File: src/rtl/reg_commit_ctrl_pkg.sv
// Shared definitions for the register-file commit sequencer: ROB tag width and controller states.
package reg_commit_ctrl_pkg;

  localparam int ROB_WIDTH_BIT = 4;

  typedef enum logic [1:0] {
    RCC_IDLE  = 2'b00,
    RCC_DRAIN = 2'b01,
    RCC_CLEAR = 2'b10
  } rcc_state_e;

endpackage

File: src/rtl/reg_commit_ctrl_fifo.sv
// commit_fifo: dual-push / single-pop synchronous FIFO with flow-through head when empty.
module commit_fifo #(
  parameter int DEPTH = 4,
  parameter int W     = 41
) (
  input  logic                   clk_in,
  input  logic                   rst_in,
  input  logic                   push0,
  input  logic                   push1,
  input  logic [W-1:0]           din0,
  input  logic [W-1:0]           din1,
  input  logic                   pop,
  output logic [$clog2(DEPTH):0] count,
  output logic [W-1:0]           head
);

  localparam int AW = $clog2(DEPTH);
  localparam int CW = AW + 1;

  logic [W-1:0]  mem [DEPTH];
  logic [AW-1:0] wptr;
  logic [AW-1:0] rptr;
  logic [AW-1:0] wsel1;

  assign wsel1 = push0 ? wptr + AW'(1) : wptr;

  // An empty queue hands the oldest incoming entry straight to the reader.
  assign head = (count == '0) ? (push0 ? din0 : din1) : mem[rptr];

  always_ff @(posedge clk_in or posedge rst_in) begin
    if (rst_in) begin
      wptr  <= '0;
      rptr  <= '0;
      count <= '0;
    end else begin
      wptr  <= wptr + AW'(push0) + AW'(push1);
      if (pop) rptr <= rptr + AW'(1);
      count <= count + CW'(push0) + CW'(push1) - CW'(pop);
    end
  end

  always_ff @(posedge clk_in) begin
    if (push0) mem[wptr]  <= din0;
    if (push1) mem[wsel1] <= din1;
  end

endmodule

File: src/rtl/reg_commit_ctrl.sv
// Register-file write-port sequencer: queues ROB commits, emits one write per cycle, drains then
// pulses clear_flag on flush. Optional retired-write counter under REG_COMMIT_CNT_EN.
//
// state     | meaning
// RCC_IDLE  | accepting commits, writing queued entries
// RCC_DRAIN | flush seen, retiring pre-flush writes, no new commits
// RCC_CLEAR | clear_flag high for one cycle, wr_reg already 0
module reg_commit_ctrl
  import reg_commit_ctrl_pkg::*;
#(
  parameter int ROB_W  = ROB_WIDTH_BIT,
  parameter int QDEPTH = 4
) (
  input  logic             clk_in,
  input  logic             rst_in,
  input  logic             rdy_in,
  input  logic [1:0]       cm_valid,
  input  logic [4:0]       cm_reg0,
  input  logic [4:0]       cm_reg1,
  input  logic [ROB_W-1:0] cm_rob0,
  input  logic [ROB_W-1:0] cm_rob1,
  input  logic [31:0]      cm_val0,
  input  logic [31:0]      cm_val1,
  output logic             cm_ready,
  input  logic             flush_req,
  output logic             flush_busy,
  output logic [4:0]       wr_reg,
  output logic [ROB_W-1:0] wr_rob,
  output logic [31:0]      wr_val,
`ifdef REG_COMMIT_CNT_EN
  output logic [31:0]      commit_cnt,
`endif
  output logic             clear_flag
);

  localparam int W  = 5 + ROB_W + 32;
  localparam int CW = $clog2(QDEPTH) + 1;

  rcc_state_e    state_q;
  rcc_state_e    state_nxt;
  logic [CW-1:0] count;
  logic [W-1:0]  head;
  logic          push0;
  logic          push1;
  logic          pop;

  assign cm_ready = (state_q == RCC_IDLE) && (count <= CW'(QDEPTH - 2)) && rdy_in;
  assign push0    = cm_ready && cm_valid[0] && (cm_reg0 != 5'd0);
  assign push1    = cm_ready && cm_valid[0] && cm_valid[1] && (cm_reg1 != 5'd0);
  assign pop      = rdy_in && ((count != '0) || push0 || push1);

  commit_fifo #(
    .DEPTH (QDEPTH),
    .W     (W)
  ) u_fifo (
    .clk_in (clk_in),
    .rst_in (rst_in),
    .push0  (push0),
    .push1  (push1),
    .din0   ({cm_reg0, cm_rob0, cm_val0}),
    .din1   ({cm_reg1, cm_rob1, cm_val1}),
    .pop    (pop),
    .count  (count),
    .head   (head)
  );

  // DRAIN leaves one cycle after the last pop so the final write is not overlapped by clear_flag.
  always_comb begin
    state_nxt = state_q;
    case (state_q)
      RCC_IDLE: begin
        if (flush_req)
          state_nxt = ((count == '0) && !push0 && !push1) ? RCC_CLEAR : RCC_DRAIN;
      end
      RCC_DRAIN: begin
        if (count == '0) state_nxt = RCC_CLEAR;
      end
      RCC_CLEAR: state_nxt = RCC_IDLE;
      default:   state_nxt = RCC_IDLE;
    endcase
  end

  always_ff @(posedge clk_in or posedge rst_in) begin
    if (rst_in)      state_q <= RCC_IDLE;
    else if (rdy_in) state_q <= state_nxt;
  end

  assign flush_busy = (state_q != RCC_IDLE);
  assign clear_flag = (state_q == RCC_CLEAR);

  always_ff @(posedge clk_in or posedge rst_in) begin
    if (rst_in) begin
      wr_reg <= '0;
      wr_rob <= '0;
      wr_val <= '0;
    end else if (rdy_in) begin
      if (pop) begin
        wr_reg <= head[W-1 -: 5];
        wr_rob <= head[32 +: ROB_W];
        wr_val <= head[31:0];
      end else begin
        wr_reg <= '0;
      end
    end
  end

`ifdef REG_COMMIT_CNT_EN
  always_ff @(posedge clk_in or posedge rst_in) begin
    if (rst_in)                commit_cnt <= '0;
    else if (rdy_in && pop)    commit_cnt <= commit_cnt + 32'd1;
  end
`endif

endmodule
File: config.mk
export PLATFORM = sky130hd
export DESIGN_NAME = reg_commit_ctrl
export DESIGN_NICKNAME = d
export VERILOG_FILES = /design/src/rtl/reg_commit_ctrl_pkg.sv /design/src/rtl/reg_commit_ctrl_fifo.sv /design/src/rtl/reg_commit_ctrl.sv
export SDC_FILE = /design/constraint.sdc
export NUM_CORES = 1
export LEC_CHECK = 0
export CAP_MARGIN = 5
export CORE_MARGIN = 5
export CORE_UTILIZATION = 61
export CTS_BUF_LIST = sky130_fd_sc_hd__clkbuf_16
export CTS_CLUSTER_DIAMETER = 30
export DETAILED_ROUTE_END_ITERATION = 6
export GPL_ROUTABILITY_DRIVEN = 0
export PLACE_DENSITY = 0.86
export SLEW_MARGIN = 30
export SYNTH_ARGS = -nofsm -noshare
export SYNTH_HDL_FRONTEND = slang
export SYNTH_SLANG_ARGS = --single-unit
export TNS_END_PERCENT = 20
File: constraint.sdc
create_clock -name clk_in -period 6.67 [get_ports clk_in]
set_input_delay 0.667 -clock clk_in [delete_from_list [all_inputs] [get_ports clk_in]]
set_output_delay 0.667 -clock clk_in [all_outputs]
set_load 0.01 [all_outputs]
==> flow_results.org <==
** Synthesis
- When the netlist entered floorplanning its net count stood at 830.
- Summing every instance area after synthesis gives 0.0110 mm^2.
- In this run, synthesis inferred 164 flip-flops with an integrated enable.
- In the post-synthesis netlist, the biggest area contributors are edfxtp_1 45%, mux2_2 13%, dfrtp_1 11%.
- After synthesis, the share of flip-flops with an asynchronous set or reset is 0.234.
- A synthesized cell averages between 10 and 15 um^2.
- Of the post-synthesis cell area, the dominant cell type holds 0.449.
- In this run, synthesis produced a sequential element count of 214.
- Biggest area consumer among synthesized cells :: edfxtp_1
- The most used flip-flop cell after synthesis is edfxtp_1.
- Synthesis instantiated 45 different standard cells from the library.
- Synth warn :: 0
- Counting every instance in the synthesized netlist gives 733.
- Register area share after synthesis :: 0.563

** STA
- Fin Clk Skew :: 11.9 ps
- Setup tns final :: 0 ps
- Maximum clock frequency :: 265 MHz
- In the finished design, the share of the clock period the worst path needs comes to 0.567.
- The number of pins exceeding their max-slew limit in the final report is 0.
- Setup-failing EPs final :: 0
- Total count of hold-check failures in the final report :: 0
- Time the worst path needs with I/O delays and setup :: 3780 ps
- After layout, the worst setup slack is between 2000 and 3000 ps.
- Setup repair after global routing left no endpoint under its margin.
- The worst pin sits at a relative slew slack of 0.331.
- For the pin with the worst max-slew slack, the measured transition is 1000 ps.

** Min path
- Worst min path class :: reg -> reg
- Along the worst hold path, the cell count comes to 2.

** Clocking
- Setup Buffers After CTS :: 0
- Clock H-tree levels :: 2
- Clock tree synthesis found a total of 214 sinks.
- Root cell of the clock tree :: clkbuf_16
- The later pin in the worst-skew pair is clocked with a latency of 520 ps.
- Resized Gates After CTS :: 0
- After clock tree synthesis, the clock-pin slew on the worst setup and hold paths is 50 ps.
- After clock tree synthesis, the flow added hold-fix buffers numbering 0.
- The clock passes through at most 3 buffers.
- Counting the buffers created by CTS gives 41.
- Clock tree from TritonCTS :: yes

** Cells and area
- 0 antenna diodes ended up in the layout.
- Fraction of layout instances using a drive strength above 1 :: 0.345
- Syn-to-layout area delta :: 27.0%
- Counting the fill cells in the layout gives 979.
- For this run, the share of the core covered by cells in the final layout is 0.781.
- At the end of the flow, the number of nets in the layout was 965.
- Flip-flop count of the largest register after layout :: between 150 and 200

** Floorplan
- Die Wd :: around 140 um
- The floorplan step set the die height to approximately 140 um.
- Total number of placement rows :: 49
- The total area inside the core boundary comes to 0.0178 mm^2.
- Starting Density :: 0.615
- Die outline area :: 0.0208 mm^2
- Top-level port count :: 132

** Global route
- The first global-routing pass estimated 44.9 mm of wire.
- Grt total ovfl :: 0
- The number of antenna violations at the first check in global routing was 1.
- Across every metal layer, demand over resource in global routing totals 0.285.
- The via count of the first global-routing pass is 8091.
- Largest net degree at the start of global routing :: 51

** Worst setup path
- The worst setup path is launched from an input pin.
- Worst EP required :: 6930 ps
- The number of cells on the worst reg-to-reg path is 8.
- Highest fanout seen on the critical path :: 48
- STA puts the critical path data arrival time at 4040 ps.
- Crit Path Class :: in -> reg
- The worst setup path is captured at a register.

** Placed design
- PortBufs :: 131
- The wire-length estimate of the detail-placed layout is 15.8 mm.
- OpenSTA, run right after detailed placement, puts the worst setup slack at between 2000 and 2500 ps.

** Power
- Maximum vdd ir drop :: 0.000254 V
- Leakage dissipation :: 4.95 nW
- Summing internal, switching and leakage power gives 0.00572 W.
- In this run the power density over the cells is 410 mW/mm^2.

** Drt
- Detail-routed via count per cell :: approximately 6.6
- Total iterations of the first detailed-routing run :: 5
- For this block, the routed nets add up to 29.5 mm of wire.
- Remaining routing DRC violations :: 0
- After the first detailed-routing iteration, the DRC count stood at approximately 650.
- Via Count :: 7500
- Number of nets with antenna violations after detailed routing :: 0
- Dividing the detail-routed wire length by the instance count gives ~26 um.

** Status
- Result of the run :: finished, final reports clean

** Flow run
- Across the run, the number of max-cap violations was 0.
-- critical path, stage by stage --
cell	delay, ps
buf_2	80
buf_4	510
o2111ai_1	590
nor2_1	430
inv_1	180
nor2_4	760
buf_4	410
mux2_2	390
-- synthesized netlist by cell type, types with 6 or more instances --
library cell / number
a31oi_1: 37
and2_1: 17
buf_6: 7
nand2_1: 44
ha_1: 6
inv_1: 19
o221ai_1: 21
o22ai_1: 21
mux2_2: 123
mux2_4: 40
mux4_2: 41
clkbuf_1: 23
edfxtp_1: 164
buf_2: 17
nor2_1: 43
dfrtp_1: 50
-- placed cells by master, fill, tap and decap left out, types with 6 or more instances in the layout --
cell type,n
ha_1,6
o221ai_1,21
inv_1,23
and2_1,15
a31oi_1,37
clkinv_2,8
buf_4,12
clkbuf_16,41
mux4_2,41
o22ai_1,21
mux2_4,40
mux2_2,123
edfxtp_1,164
nor2_1,40
clkdlybuf4s50_1,130
bufinv_16,10
nand2_1,42
dfrtp_1,48
-- cell type report --
cell class,instances,area (um^2),share of cell area
flip-flops and latches,214,6180,0.444
multi-input cells,447,4500,0.323
repair buffers,144,1420,0.102
clock buffers,41,1030,0.0736
clock inverters,35,458,0.0328
well taps,229,287,0.0206
inverters,20,75.1,0.00538
-- metrics by stage --
step	std cells	hold WS [ps]	area, um^2
4_1_cts	1129	543	13900
5_1_grt	1130	579	13900
2_1_floorplan	733	511	11000
3_3_place_gp	1053	530	12400
6_report	1130	540	13900
3_5_place_dp	1053	529	12400
-- logic make-up after synthesis --
group | share of synthesized area
XOR/XNOR | 0.00319
flip-flops | 0.563
AO/OA/AOI/OAI | 0.0704
adder cells (fa/ha/maj) | 0.0123
AND/OR/NAND/NOR | 0.0523
multiplexers | 0.266
buffers and inverters | 0.0331
-- power by group --
part	switching (W)	total, W	leakage (nW)	internal, W
Combinational	0.000751	0.00160	2.16	0.000845
Clock	0.000706	0.00222	0.746	0.00151
Sequential	0.000236	0.00190	2.04	0.00166
-- final timing paths --
check,start,to,slack (ps)
max,rdy_in,u_fifo.mem[2][2],2890
max in group asynchronous,rst_in,u_fifo.rptr[1],5430
min,wr_reg[4],wr_reg[4],540
min reg2reg,wr_reg[4],wr_reg[4],540
max reg2reg,state_q[0],u_fifo.count[1],2960
min in group asynchronous,rst_in,wr_val[14],680
-- routing by layer --
metal,up-vias,GRT usage,wire length [um]
met4,2,0.120,979
met5,-,0,11
met2,458,0.487,15000
li1,3160,-,-
met3,95,0.0549,2720
met1,3785,0.360,10700
No activity file was read; power rests on OpenSTA's default activity.
